==> config.mk <==
export PLATFORM = sky130hd
export DESIGN_NAME = vga_write_arbiter
export DESIGN_NICKNAME = d
export VERILOG_FILES = /design/src/rtl/vga_arb_pkg.sv /design/src/rtl/pix_hold_reg.sv /design/src/rtl/vga_write_arbiter.sv
export SDC_FILE = /design/constraint.sdc
export NUM_CORES = 1
export LEC_CHECK = 0
export ABC_AREA = 1
export CAP_MARGIN = 10
export CORE_MARGIN = 2
export CORE_UTILIZATION = 50
export CTS_CLUSTER_SIZE = 20
export DETAILED_ROUTE_END_ITERATION = 10
export PLACE_DENSITY = 0.87
export SLEW_MARGIN = 20
export SYNTH_ARGS = -nofsm -noshare
export SYNTH_HDL_FRONTEND = slang
export SYNTH_SLANG_ARGS = --single-unit
export TNS_END_PERCENT = 10
==> constraint.sdc <==
create_clock -name pclk -period 3.3 [get_ports pclk]
set_input_delay 0.495 -clock pclk [delete_from_list [all_inputs] [get_ports pclk]]
set_output_delay 0.495 -clock pclk [all_outputs]
set_load 0.05 [all_outputs]
==> src/rtl/vga_arb_pkg.sv <==
// Shared types and constants for the stereo VGA write arbiter.
//   MODE_*     : display mode encodings (left only, right only, side-by-side)
//   pixel_t    : one pixel record as carried through the holding registers
//   side_e     : camera side identifier used for the round-robin grant
//   norm_mode  : folds the reserved mode encoding onto side-by-side
package vga_arb_pkg;

  localparam int DATA_W  = 8;
  localparam int COORD_W = 10;

  localparam logic [1:0] MODE_LEFT  = 2'd0;
  localparam logic [1:0] MODE_RIGHT = 2'd1;
  localparam logic [1:0] MODE_SBS   = 2'd2;

  typedef struct packed {
    logic [DATA_W-1:0]  value;
    logic [COORD_W-1:0] x;
    logic [COORD_W-1:0] y;
  } pixel_t;

  typedef enum logic {
    SIDE_LEFT  = 1'b0,
    SIDE_RIGHT = 1'b1
  } side_e;

  // Encoding 3 is reserved and behaves as side-by-side.
  function automatic logic [1:0] norm_mode(input logic [1:0] m);
    return (m == 2'd3) ? MODE_SBS : m;
  endfunction

endpackage

==> src/rtl/pix_hold_reg.sv <==
// One-entry valid/ready holding register for a camera pixel stream.
//   pclk, reset : pixel clock, asynchronous active-low reset
//   in_pix      : offered pixel; in_val offers it, in_rdy accepts it
//   sink        : side not displayed; always ready, nothing is stored
//   drop        : complete the handshake but do not store the pixel
//   flush       : discard the held entry without emitting it
//   drain       : held entry is consumed by the arbiter this cycle
//   full        : an entry is held; hold_pix is its content
//   accept      : handshake completes this cycle (in_val && in_rdy)
module pix_hold_reg
  import vga_arb_pkg::*;
(
  input  logic   pclk,
  input  logic   reset,
  input  pixel_t in_pix,
  input  logic   in_val,
  output logic   in_rdy,
  input  logic   sink,
  input  logic   drop,
  input  logic   flush,
  input  logic   drain,
  output logic   full,
  output pixel_t hold_pix,
  output logic   accept
);

  logic load;

  // Draining frees the slot in the same cycle, so a full-rate stream
  // refills on the very edge that empties it.
  assign in_rdy = sink || !full || drain;
  assign accept = in_val && in_rdy;
  assign load   = accept && !drop;

  always_ff @(posedge pclk or negedge reset) begin
    if (!reset) begin
      full <= 1'b0;
    end else if (load) begin
      full <= 1'b1;
    end else if (drain || flush) begin
      full <= 1'b0;
    end
  end

  // Pixel payload needs no reset; it is qualified by full.
  always_ff @(posedge pclk) begin
    if (load) begin
      hold_pix <= in_pix;
    end
  end

endmodule

==> src/rtl/vga_write_arbiter.sv <==
// Shares the VGA buffer write port between the left and right camera
// pixel streams. Each side feeds a one-entry holding register; a
// round-robin arbiter drains them into a registered write stream.
//   pclk, reset          : pixel clock, asynchronous active-low reset
//   l_value/l_x/l_y      : left pixel, offered by l_val, taken on l_rdy
//   r_value/r_x/r_y      : right pixel, offered by r_val, taken on r_rdy
//   mode                 : requested display mode (0 L, 1 R, 2/3 SBS)
//   value/x/y, is_val    : registered write to the VGA buffer
//   frame_cnt            : emitted (0,0) pixels, wraps at 256
//   range_err            : sticky, an out-of-range pixel was dropped
module vga_write_arbiter
  import vga_arb_pkg::*;
#(
  parameter int IMG_W = 320,
  parameter int IMG_H = 240
) (
  input  logic               pclk,
  input  logic               reset,
  input  logic [DATA_W-1:0]  l_value,
  input  logic [COORD_W-1:0] l_x,
  input  logic [COORD_W-1:0] l_y,
  input  logic               l_val,
  output logic               l_rdy,
  input  logic [DATA_W-1:0]  r_value,
  input  logic [COORD_W-1:0] r_x,
  input  logic [COORD_W-1:0] r_y,
  input  logic               r_val,
  output logic               r_rdy,
  input  logic [1:0]         mode,
  output logic [DATA_W-1:0]  value,
  output logic [COORD_W-1:0] x,
  output logic [COORD_W-1:0] y,
  output logic               is_val,
  output logic [7:0]         frame_cnt,
  output logic               range_err
);

  localparam logic [COORD_W-1:0] IMG_W_C = COORD_W'(IMG_W);
  localparam logic [COORD_W-1:0] IMG_H_C = COORD_W'(IMG_H);

  logic [1:0] mode_q;
  logic [1:0] mode_eff;
  side_e      last_grant;

  pixel_t l_in, r_in, l_hold, r_hold, out_nxt;
  logic   l_full, r_full;
  logic   l_acc, r_acc;
  logic   l_sel_q, r_sel_q, l_sel, r_sel;
  logic   l_zero, r_zero, l_bad, r_bad;
  logic   l_drop, r_drop, l_flush, r_flush;
  logic   mode_load, mode_chg;
  logic   grant_l, grant_r, emit_l, emit_r, emit;
  logic [COORD_W-1:0] r_x_map;

  assign l_in = {l_value, l_x, l_y};
  assign r_in = {r_value, r_x, r_y};

  // Sides hidden by the registered mode are sunk: always ready, never stored.
  assign l_sel_q = (mode_q != MODE_RIGHT);
  assign r_sel_q = (mode_q != MODE_LEFT);

  // Round-robin on the held entries; ties go to the side not served last.
  always_comb begin
    grant_l = 1'b0;
    grant_r = 1'b0;
    if (l_full && r_full) begin
      if (last_grant == SIDE_RIGHT) grant_l = 1'b1;
      else                          grant_r = 1'b1;
    end else if (l_full) begin
      grant_l = 1'b1;
    end else if (r_full) begin
      grant_r = 1'b1;
    end
  end

  // A (0,0) pixel accepted from the primary side latches the requested
  // mode, and that pixel is already handled under the new mode.
  assign l_zero    = (l_x == '0) && (l_y == '0);
  assign r_zero    = (r_x == '0) && (r_y == '0);
  assign mode_load = (mode_q == MODE_RIGHT) ? (r_acc && r_zero) : (l_acc && l_zero);
  assign mode_eff  = mode_load ? norm_mode(mode) : mode_q;
  assign mode_chg  = (mode_eff != mode_q);

  assign l_sel   = (mode_eff != MODE_RIGHT);
  assign r_sel   = (mode_eff != MODE_LEFT);
  assign l_flush = mode_chg && !l_sel;
  assign r_flush = mode_chg && !r_sel;

  assign l_bad  = (l_x >= IMG_W_C) || (l_y >= IMG_H_C);
  assign r_bad  = (r_x >= IMG_W_C) || (r_y >= IMG_H_C);
  assign l_drop = !l_sel || l_bad;
  assign r_drop = !r_sel || r_bad;

  pix_hold_reg u_l_hold (
    .pclk     (pclk),
    .reset    (reset),
    .in_pix   (l_in),
    .in_val   (l_val),
    .in_rdy   (l_rdy),
    .sink     (!l_sel_q),
    .drop     (l_drop),
    .flush    (l_flush),
    .drain    (grant_l),
    .full     (l_full),
    .hold_pix (l_hold),
    .accept   (l_acc)
  );

  pix_hold_reg u_r_hold (
    .pclk     (pclk),
    .reset    (reset),
    .in_pix   (r_in),
    .in_val   (r_val),
    .in_rdy   (r_rdy),
    .sink     (!r_sel_q),
    .drop     (r_drop),
    .flush    (r_flush),
    .drain    (grant_r),
    .full     (r_full),
    .hold_pix (r_hold),
    .accept   (r_acc)
  );

  // A granted entry that is flushed by a mode change leaves its register
  // but never reaches the display.
  assign emit_l = grant_l && !l_flush;
  assign emit_r = grant_r && !r_flush;
  assign emit   = emit_l || emit_r;

  // Right image lands in the right half only in side-by-side mode.
  assign r_x_map = (mode_q == MODE_SBS) ? (r_hold.x + IMG_W_C) : r_hold.x;

  always_comb begin
    out_nxt = l_hold;
    if (emit_r) begin
      out_nxt   = r_hold;
      out_nxt.x = r_x_map;
    end
  end

  // ---- output register stage ----
  always_ff @(posedge pclk or negedge reset) begin
    if (!reset) begin
      is_val     <= 1'b0;
      value      <= '0;
      x          <= '0;
      y          <= '0;
      frame_cnt  <= '0;
      range_err  <= 1'b0;
      mode_q     <= MODE_SBS;
      last_grant <= SIDE_RIGHT;
    end else begin
      is_val <= emit;
      mode_q <= mode_eff;
      if (emit) begin
        value      <= out_nxt.value;
        x          <= out_nxt.x;
        y          <= out_nxt.y;
        last_grant <= emit_l ? SIDE_LEFT : SIDE_RIGHT;
        if ((out_nxt.x == '0) && (out_nxt.y == '0)) begin
          frame_cnt <= frame_cnt + 8'd1;
        end
      end
      if ((l_acc && l_sel && l_bad) || (r_acc && r_sel && r_bad)) begin
        range_err <= 1'b1;
      end
    end
  end

endmodule
# [Word-level counts from Yosys, hierarchy flattened]
# Index checks and enable logic that the tools add are counted.
[classes] order_cmp=4 eq_ne=6 n_reduce_logical=51 n_mux=17 add_sub_neg=2
[op_table] operator="$logic_not 10->1" count=6
[op_table] operator="$mux 28" count=1
[op_table] operator="$ge 10x8->1 const B" count=2
[op_table] operator="$ge 10x9->1 const B" count=2
[op_table] operator="$logic_and 1x1->1" count=18
[op_table] operator="$mux 1" count=13
[op_table] operator="$logic_or 1x1->1" count=12
[op_table] operator="$add 10x9->10 const B" count=1
[op_table] operator="$logic_not 1->1" count=10
[op_table] operator="$mux 10" count=1
[op_table] operator="$add 8x1->8 const B" count=1
[op_table] operator="$reduce_bool 2->1" count=4
[op_table] operator="$eq 2x2->1 const B" count=2
[op_table] operator="$mux 2" count=2
[op_table] operator="$ne 2x1->1 const B" count=2
[op_table] operator="$eq 2x1->1 const B" count=1
[op_table] operator="$ne 2x2->1" count=1
[op_table] operator="$reduce_and 2->1" count=1
[word_totals] word_cells=96 output_inout_bits=40 input_bits=62 ff_bits=99

# [Logic depth before layout (Yosys ltp)]
# Gate-level depths: netlist of run 1.
[logic_depth] ltp_word=17 mapped_depth=21 mapped_depth_nobuf=20

# [Cells and area by module]
# From an unflattened synthesis of run 1, not the netlist that was laid out.
[hier_totals] cells_unflattened=435 area_unflattened_um2=4426.7
[by_module_without_submodules] module="vga_write_arbiter" area_per_inst_um2=2592.5 cells_each=357 seq_area_each_um2=1028.5 instances=1
[by_module_without_submodules] module="pix_hold_reg" area_per_inst_um2=917.1 cells_each=39 seq_area_each_um2=865.8 instances=2

# [Least setup slack after synthesis of run 1]
# OpenSTA, ideal clock, no wires.
[synth_path] path_kind="input to register" startpoint="input port l_x[1]" endpoint="register u_r_hold.hold_pix[0] in the netlist's numbering (enable)" t_arrival_ns=2.808 path_buffers=0 setup_slack_ns=0.078 required_time_ns=2.886 setup_time_ns=0.414 stages=8 cell_sequence="or2_2 -> nor3_1 -> nand3_1 -> nand2_1 -> nand2_2 -> o31ai_2 -> o21ai_0 -> nor2_1"
[synth_via] elab_chain_cells=10
[synth_lines] item="from (decl)" line="vga_write_arbiter.sv:20" text="input logic [COORD_W-1:0] l_x,"
[synth_lines] item="$logic_not 10->1" line="vga_write_arbiter.sv:78" text="assign l_zero = (l_x == '0) && (l_y == '0);"
[synth_lines] item="$logic_and 1x1->1" line="vga_write_arbiter.sv:78"
[synth_lines] item="$logic_and 1x1->1" line="vga_write_arbiter.sv:80" text="assign mode_load = (mode_q == MODE_RIGHT) ? (r_acc && r_zero) : (l_acc && l_zero);"
[synth_lines] item="$mux 1" line="vga_write_arbiter.sv:80"
[synth_lines] item="$mux 2" line="vga_write_arbiter.sv:81" text="assign mode_eff = mode_load ? norm_mode(mode) : mode_q;"
[synth_lines] item="via mode_eff[0]" line="vga_write_arbiter.sv:42" text="logic [1:0] mode_eff;"
[synth_lines] item="$reduce_bool 2->1" line="vga_write_arbiter.sv:85" text="assign r_sel = (mode_eff != MODE_LEFT);"
[synth_lines] item="$logic_not 1->1" line="vga_write_arbiter.sv:92" text="assign r_drop = !r_sel || r_bad;"
[synth_lines] item="$logic_or 1x1->1" line="vga_write_arbiter.sv:92"
[synth_lines] item="$logic_not 1->1" line="pix_hold_reg.sv:33" text="assign load = accept && !drop;"
[synth_lines] item="$logic_and 1x1->1" line="pix_hold_reg.sv:33"
[synth_lines] item="via u_r_hold.load" line="pix_hold_reg.sv:27" text="logic load;"
[synth_lines] item="to (signal assigned)" line="pix_hold_reg.sv:48" text="hold_pix <= in_pix;"
[synth_lines] item="to (decl)" line="pix_hold_reg.sv:23" text="output pixel_t hold_pix,"
# The timed path passes the listed nets, and every way through them passes these cells.
# A chain may end at the register's enable or synchronous reset.

# [Final worst setup path of run 1]
[layout_path] startpoint="input port l_x[1]" endpoint="register frame_cnt[4]"
[layout_via] elab_chain_cells=14 elab_cells_between_ends=22 classes_between="eq/ne: 2; mux: 3; reduce/logical: 17"
[layout_lines] item="$logic_not 10->1 (*)" line="vga_write_arbiter.sv:78"
[layout_lines] item="$logic_and 1x1->1 (*)" line="vga_write_arbiter.sv:78"
[layout_lines] item="$logic_and 1x1->1 (*)" line="vga_write_arbiter.sv:80"
[layout_lines] item="$mux 1 (*)" line="vga_write_arbiter.sv:80"
[layout_lines] item="$mux 2 (*)" line="vga_write_arbiter.sv:81"
[layout_lines] item="$reduce_bool 2->1" line="vga_write_arbiter.sv:85"
[layout_lines] item="$logic_not 1->1" line="vga_write_arbiter.sv:87" text="assign r_flush = mode_chg && !r_sel;"
[layout_lines] item="$logic_and 1x1->1" line="vga_write_arbiter.sv:87"
[layout_lines] item="$logic_not 1->1" line="vga_write_arbiter.sv:127" text="assign emit_r = grant_r && !r_flush;"
[layout_lines] item="$logic_and 1x1->1" line="vga_write_arbiter.sv:127"
[layout_lines] item="$mux 28" line="vga_write_arbiter.sv:135" text="if (emit_r) begin"
[layout_lines] item="$logic_not 10->1" line="vga_write_arbiter.sv:160" text="if ((out_nxt.x == '0) && (out_nxt.y == '0)) begin"
[layout_lines] item="$logic_and 1x1->1" line="vga_write_arbiter.sv:160"
[layout_lines] item="$reduce_and 2->1 (no source line) (*)"
[layout_lines] item="to (signal assigned)" line="vga_write_arbiter.sv:161" text="frame_cnt <= frame_cnt + 8'd1;"
[layout_lines] item="to (decl)" line="vga_write_arbiter.sv:34" text="output logic [7:0] frame_cnt,"
# Mark *: on every way between the ends. The rest lies on a longest branch, timed or not.

==> summary.txt, run 1 <==
latest clock arrival within the worst-skew pair -> 370 ps
Die X -> 97.36 um
Synth Cell Area -> 0.004358 mm2
crit path cell chain -> clkdlybuf4s50_1, or2_2, nor3_1, nand3_1, nand2_1, nand2_2, inv_2, o2111ai_4, nand2_4, inv_2, nand2_1, nand2_1, nor2_1, nand2_1, nor2_4, nand3_4, nand2_1, nand2_1
final hold vios -> 0
Hold WC Path Type -> in2async
run status -> finished clean
Fmax achieved -> 349.2 MHz
synth warn -> 0
initial antenna violation count -> 0
first-pass GRT wire length -> 17.02 mm
number of flops mapped to enable cells by yosys -> 56
total setup buffers inserted after CTS -> 0
GRT Total Usage -> 0.2267
Peak VDD IR -> 304.9 uV
vias per inst -> 5.329
Slowest cell on crit path -> clkdlybuf4s50_1
WHS -> 44.07 ps
critical path type -> in2reg
number of detailed-routing iterations run before antenna repair -> 5
Critical Path Sink Type -> flip-flop
critical path's top delay family -> simple AND/OR/NAND/NOR gates
# DRC -> 0
post-synthesis register bit count -> 99
First DRT Iteration DRCs -> 290
CTS root buffer -> clkbuf_8
TritonCTS clock tree -> built
Sinks on Clock Net -> 99
slew at the pin with the worst max-slew slack -> 660.9 ps
Longest Clk Path Bufs -> 2
WL final -> 10.50 mm
dpl hpwl -> 7.599 mm
Final Cycle Share -> 0.8679
Buf/Inv on CP -> 3
slew margin rel. -> 0.5480
highest layer used for signal routing -> met4
Layout Cells excl Fill -> 650
ys flop type -> edfxtp_1
most common cell in the netlist -> nand2_1
ANT nets after route -> 0
Max-Cap Viols -> 0
pin count of the biggest net entering global routing -> 44
R2R Setup Slk -> 560 ps
clock-pin transition on the worst setup and hold timing paths -> 100 ps
CTS Buf Count -> 9
clk_skew -> 15.83 ps
PostCTS Resize Cnt -> 0
Post-synth top cells -> 123 x nand2_1, 56 x edfxtp_1, 55 x nor2_1
WL/cell -> 16.16 um
r2r endpoint -> frame_cnt[4]$_DFFE_PN0P_
CP peak stage delay -> 410 ps
vias in the first global route -> 3551
Avg Inst Size Synth -> 10.16 um2
Routed met2 length -> 5.412 mm
Met3 Routed Length -> 606 um
cell row count -> 34
unrepaired setup endpoints after global routing -> no
Starting Density -> 0.5071
Post-Synthesis Cells -> 429
sequential-to-total area share from yosys stat -> 0.6334
CP Launch Type -> input port
Boundary Pins -> 102
Placeable Area -> 0.008593 mm2
IO buf count -> 101
via count -> 3464
Final min period -> 2864 ps
synthesized net count -> 493
number of library cell types mapped by synthesis -> 40
Worst path most repeated cell -> nand2_1
cell type with the largest total area after synthesis -> edfxtp_1
placed cells -> 633
CP max FO -> 16
setup_tns -> 0 ps
n_diodes -> 0
final setup fails -> 0
fin nets -> 601
fraction of final layout cells sized beyond drive strength 1 -> 0.08118
power per cell area -> 644.6 mW/mm2
met1 wire length -> 4.211 mm
Pleak -> 2.443 nW
Critical Path AT -> 3120 ps
H-Tree Depth -> 3
Max Slew Vio Count -> 0
routability cong. -> 0.9835
die area -> 0.009479 mm2
total power draw -> 3.686 mW
fin util -> 0.6654
synth top area cells -> edfxtp_1 39%, dfrtp_1 24%, nand2_1 11%
Synth async-reset ratio -> 0.4343
CTS Hold Bufs -> 0
grt ovf -> 0
Area growth, synth to finish -> 31.21%
Worst Reg-to-Reg Cells -> 17
top cell type's share of synthesized area -> 0.3859
r2r startpoint -> mode_q[0]$_DFF_PN0_
required time of the critical path -> 3560 ps
Die H -> 97.36 um
==> stage by stage <==
step	setup WS (ps)	area (um2)
floorplan	77.80	4358
global route	219.0	5718
CTS	464.7	5698
global placement	190.6	5517
finish	435.9	5718
detailed placement	93.08	5517
==> per-layer routing <==
metal  track usage  vias up
li1              -     1634
met1        0.2856     1647
met2        0.3883      159
met3       0.03525       24
met4        0.1004        0
met5             0        -
==> cell type report <==
| cell class | count | area [um2] |
|---|---|---|
| fill | 633 | 2875 |
| inverter | 45 | 168.9 |
| timing repair buffer | 109 | 1116 |
| sequential | 99 | 2760 |
| multi-input combinational | 273 | 1356 |
| clock inverter | 7 | 57.56 |
| clock buffer | 9 | 123.9 |
| tap | 108 | 135.1 |
==> cells by family after synthesis <==
| logic type | Yosys count | share of synthesized area |
|---|---|---|
| AND/OR/NAND/NOR | 219 | 0.2188 |
| flip-flops | 99 | 0.6334 |
| buffers and inverters | 57 | 0.05599 |
| AO/OA/AOI/OAI | 43 | 0.06776 |
| XOR/XNOR | 8 | 0.01608 |
| adder cells (fa/ha/maj) | 2 | 0.005741 |
| multiplexers | 1 | 0.002297 |
==> cell usage in the layout, fill, tap and decap left out, drive strengths merged <==
cell type / n
edfxtp: 56
nand3b: 7
clkinv: 4
o21ai: 15
nor2: 58
xor2: 6
nand4: 10
a2111oi: 2
inv: 48
a41o: 1
nand2: 129
dfstp: 2
a31oi: 17
o221ai: 1
and2: 1
a21boi: 1
nor3: 2
nand3: 11
a21oi: 1
o2111ai: 1
xnor2: 2
clkbuf: 9
o21a: 1
clkdlybuf4s50: 100
mux2i: 1
or2: 1
dfrtp: 41
buf: 9
o31ai: 1
ha: 2
o211ai: 2
==> worst max path at each step <==
stage | slack [ps] | depth (start not counted) | from | end
final | 440 | 18 | l_x[1] | frame_cnt[4]$_DFFE_PN0P_
after global routing | 220 | 18 | l_x[1] | frame_cnt[5]$_DFFE_PN0P_
after CTS | 460 | 18 | l_x[1] | frame_cnt[0]$_DFFE_PN0P_
after detailed placement | 90 | 18 | l_x[1] | frame_cnt[6]$_DFFE_PN0P_
after global placement | 190 | 17 | l_x[1] | frame_cnt[6]$_DFFE_PN0P_
after floorplan | 80 | 8 | l_x[1] | u_r_hold.hold_pix[0]$_DFFE_PP_
==> where the power goes <==
| part | switching, mW | leakage [nW] | internal, mW |
|---|---|---|---|
| combinational | 0.871 | 1.32 | 0.452 |
| clock | 0.450 | 0.0964 | 0.287 |
| sequential | 0.125 | 1.02 | 1.50 |
==> state kept, by name (all words and copies together) (netlist names), 2 cells and up <==
signal / count
u_l_hold.hold_pix: 28
u_r_hold.hold_pix: 28
x: 10
y: 10
frame_cnt: 8
value: 8
mode_q: 2
(Power assumes the default switching activity.)
==> inputs of run 2 (changes only) <==
Settings changed: SYNTH_HIERARCHICAL from default to 1.
==> run 2 against run 1 <==
Final area is 2.5% higher. Die area grew 1.5%. Power increased by 18%. Clock skew shrank 8.3 ps. Routed wire length grew 3.5%. Combinational power is 48% higher. Global-route usage increased by 0.14 points. Non-clock buffer count up 7. Sequential share of layout area is 1.2 points lower. Area after synthesis up 1.6%. Critical endpoint is now frame_cnt[0]$_DFFE_PN0P_.
==> summary.txt, run 2 <==
Final WS setup -> 207.0 ps
cell type with the largest total area after synthesis -> edfxtp_1
IO buf count -> 101
Boundary Pins -> 102
Die X -> 98.09 um
Area growth, synth to finish -> 32.33%
required time of the critical path -> 3560 ps
CTS Hold Bufs -> 0
clock-pin transition on the worst setup and hold timing paths -> 100 ps
synth warn -> 6
grt ovf -> 0
vias per inst -> 5.273
Buf/Inv on CP -> 3
total power draw -> 4.360 mW
clk_skew -> 7.565 ps
Final min period -> 3093 ps
pin count of the biggest net entering global routing -> 51
top cell type's share of synthesized area -> 0.3799
Synth Area in Simple Gates -> 0.2343
Post-Synth Adder-Cell Area -> 0.005653
final setup fails -> 0
fin nets -> 614
latest clock arrival within the worst-skew pair -> 360 ps
CTS root buffer -> clkbuf_8
Die H -> 98.09 um
Sinks on Clock Net -> 99
routability cong. -> 0.8893
Post-Synthesis Cells -> 435
final instance area -> 0.005858 mm2
r2r startpoint -> last_grant$_DFFE_PN1P_
CP Launch Type -> flip-flop
Starting Density -> 0.5126
TritonCTS clock tree -> built
critical path type -> reg2reg
WL/cell -> 16.40 um
Peak VDD IR -> 323.0 uV
power per cell area -> 744.2 mW/mm2
post-synthesis register bit count -> 99
most common cell in the netlist -> nand2_1
top flop regs -> u_l_hold/hold_pix (28), u_r_hold/hold_pix (28)
largest family of logic cells by synthesized area -> simple AND/OR/NAND/NOR gates
final hold vios -> 0
die area -> 0.009622 mm2
CP peak stage delay -> 550 ps
Avg Inst Size Synth -> 10.18 um2
fraction of final layout cells sized beyond drive strength 1 -> 0.1153
vias in the first global route -> 3460
Final Cycle Share -> 0.9373
First DRT Iteration DRCs -> 225
synthesized net count -> 499
H-Tree Depth -> 3
Pleak -> 2.463 nW
post-synthesis xor/xnor area fraction -> 0.01781
ys flop type -> edfxtp_1
Post-synth top cells -> 117 x nand2_1, 56 x edfxtp_1, 53 x nor2_1
mux contribution to synthesized area -> 0.002261
Critical Path AT -> 3350 ps
WL final -> 10.87 mm
commonest cells after routing, fill and taps aside -> 117 x nand2_1, 100 x clkdlybuf4s50_1, 56 x edfxtp_1
slew margin rel. -> 0.6165
# DRC -> 0
dpl hpwl -> 7.757 mm
first-pass GRT wire length -> 17.11 mm
critical path's top delay family -> simple AND/OR/NAND/NOR gates
sequential-to-total area share from yosys stat -> 0.6235
Layout Cells excl Fill -> 663
number of flops mapped to enable cells by yosys -> 56
placed cells -> 640
Max Slew Vio Count -> 0
Critical Path Sink Type -> flip-flop
GRT Total Usage -> 0.2281
crit path cell chain -> inv_1, a21boi_2, nor2_2, nand2_2, nand2_1, inv_1, nand3_1, nor2_2, nand4_1, nand2_2, nand2_2, nand2_4, o211ai_4, nand2_4, buf_4, nand2_1, nand2_1, nand2_1, nor2_1, nand2_2, nor2_8, nand3_4, nand2_1, nand2_1
Synth async-reset ratio -> 0.4343
R2R Setup Slk -> 210 ps
number of library cell types mapped by synthesis -> 39
ANT nets after route -> 0
CTS Buf Count -> 9
slew at the pin with the worst max-slew slack -> 575.3 ps
CP max FO -> 8
most common cell after layout, fill and taps aside -> nand2_1
Worst Setup Slack post-DPL -> 46.40 ps
Synth Area in Compound Gates -> 0.06133
setup_tns -> 0 ps
via count -> 3496
number of detailed-routing iterations run before antenna repair -> 4
Max-Cap Viols -> 0
Hold WC Path Type -> in2async
Longest Clk Path Bufs -> 2
Worst path most repeated cell -> nand2_1
synth top area cells -> edfxtp_1 38%, dfrtp_1 23%, nand2_1 9.9%
n_diodes -> 0
Synth Cell Area -> 0.004427 mm2
Fmax achieved -> 323.3 MHz
Slowest cell on crit path -> dfstp_2
CP startpoint -> last_grant$_DFFE_PN1P_
run status -> finished clean
cell row count -> 34
Placeable Area -> 0.008636 mm2
initial antenna violation count -> 0
Area after DPL -> 0.005573 mm2
## run 2: cell count changes after synthesis, moves of 3 or more
cell      before  now
xnor2_1        2    6
nand2_1      123  117
nand3_1       10   16
nand2_2        5   13
nor2_2         1    4
xor2_1         6    3
buf_1          0    3
o21ai_1        3    0
a31oi_1       17   20
nand3b_1       7    4
## run 2: where the power goes
part,switching (mW),internal [mW]
Clock,0.435,0.358
Sequential,0.117,1.50
Combinational,1.31,0.638
Total,1.86,2.50
## run 2: kinds of logic after synthesis
kind of cell    count (synthesis)
mux                             1
compound gates                 42
xor+xnor                        9
fa+ha+maj                       2
buf+inv                        54
flops                          99
simple gates                  228
## run 2: worst paths after layout
path / endpoint / depth (start not counted)
max in group asynchronous: x[3]$_DFFE_PN0P_ / 1
worst max-delay path: frame_cnt[0]$_DFFE_PN0P_ / 24
worst min-delay path: mode_q[0]$_DFF_PN0_ / 1
min in group pclk: x[8]$_DFFE_PN0P_ / 2
worst min register to register: x[8]$_DFFE_PN0P_ / 2
worst max register to register: frame_cnt[0]$_DFFE_PN0P_ / 24
## run 2: layout make-up
cell class	count	area [um2]
fill	637	2778
multi-input combinational	282	1450
tap	108	135.1
clock inverter	7	75.07
sequential	99	2760
clock buffer	9	123.9
timing repair buffer	116	1150
inverter	42	163.9
## run 2: metrics by stage
step           hold WS [ps]    util
5_1_grt               146.6  0.6784
3_5_place_dp          479.4  0.6453
4_1_cts               338.1  0.6684
3_3_place_gp          468.3  0.6453
6_report              112.7  0.6784
2_1_floorplan         199.4       -
## run 2: timing repair
action | 4_1_cts | 5_1_grt
gates resized for setup | 1 | 6
setup endpoints to repair | 1 | 28
gates cloned | 0 | 0
setup buffers | 0 | 7
pin swaps | 0 | 5
## run 2: layer usage
layer | GRT usage | up-vias | wire length (um)
met5 | 0 | - | 0
li1 | - | 1680 | -
met2 | 0.3978 | 126 | 5682
met4 | 0.07479 | 0 | 256
met1 | 0.2925 | 1670 | 4483
met3 | 0.03651 | 20 | 449
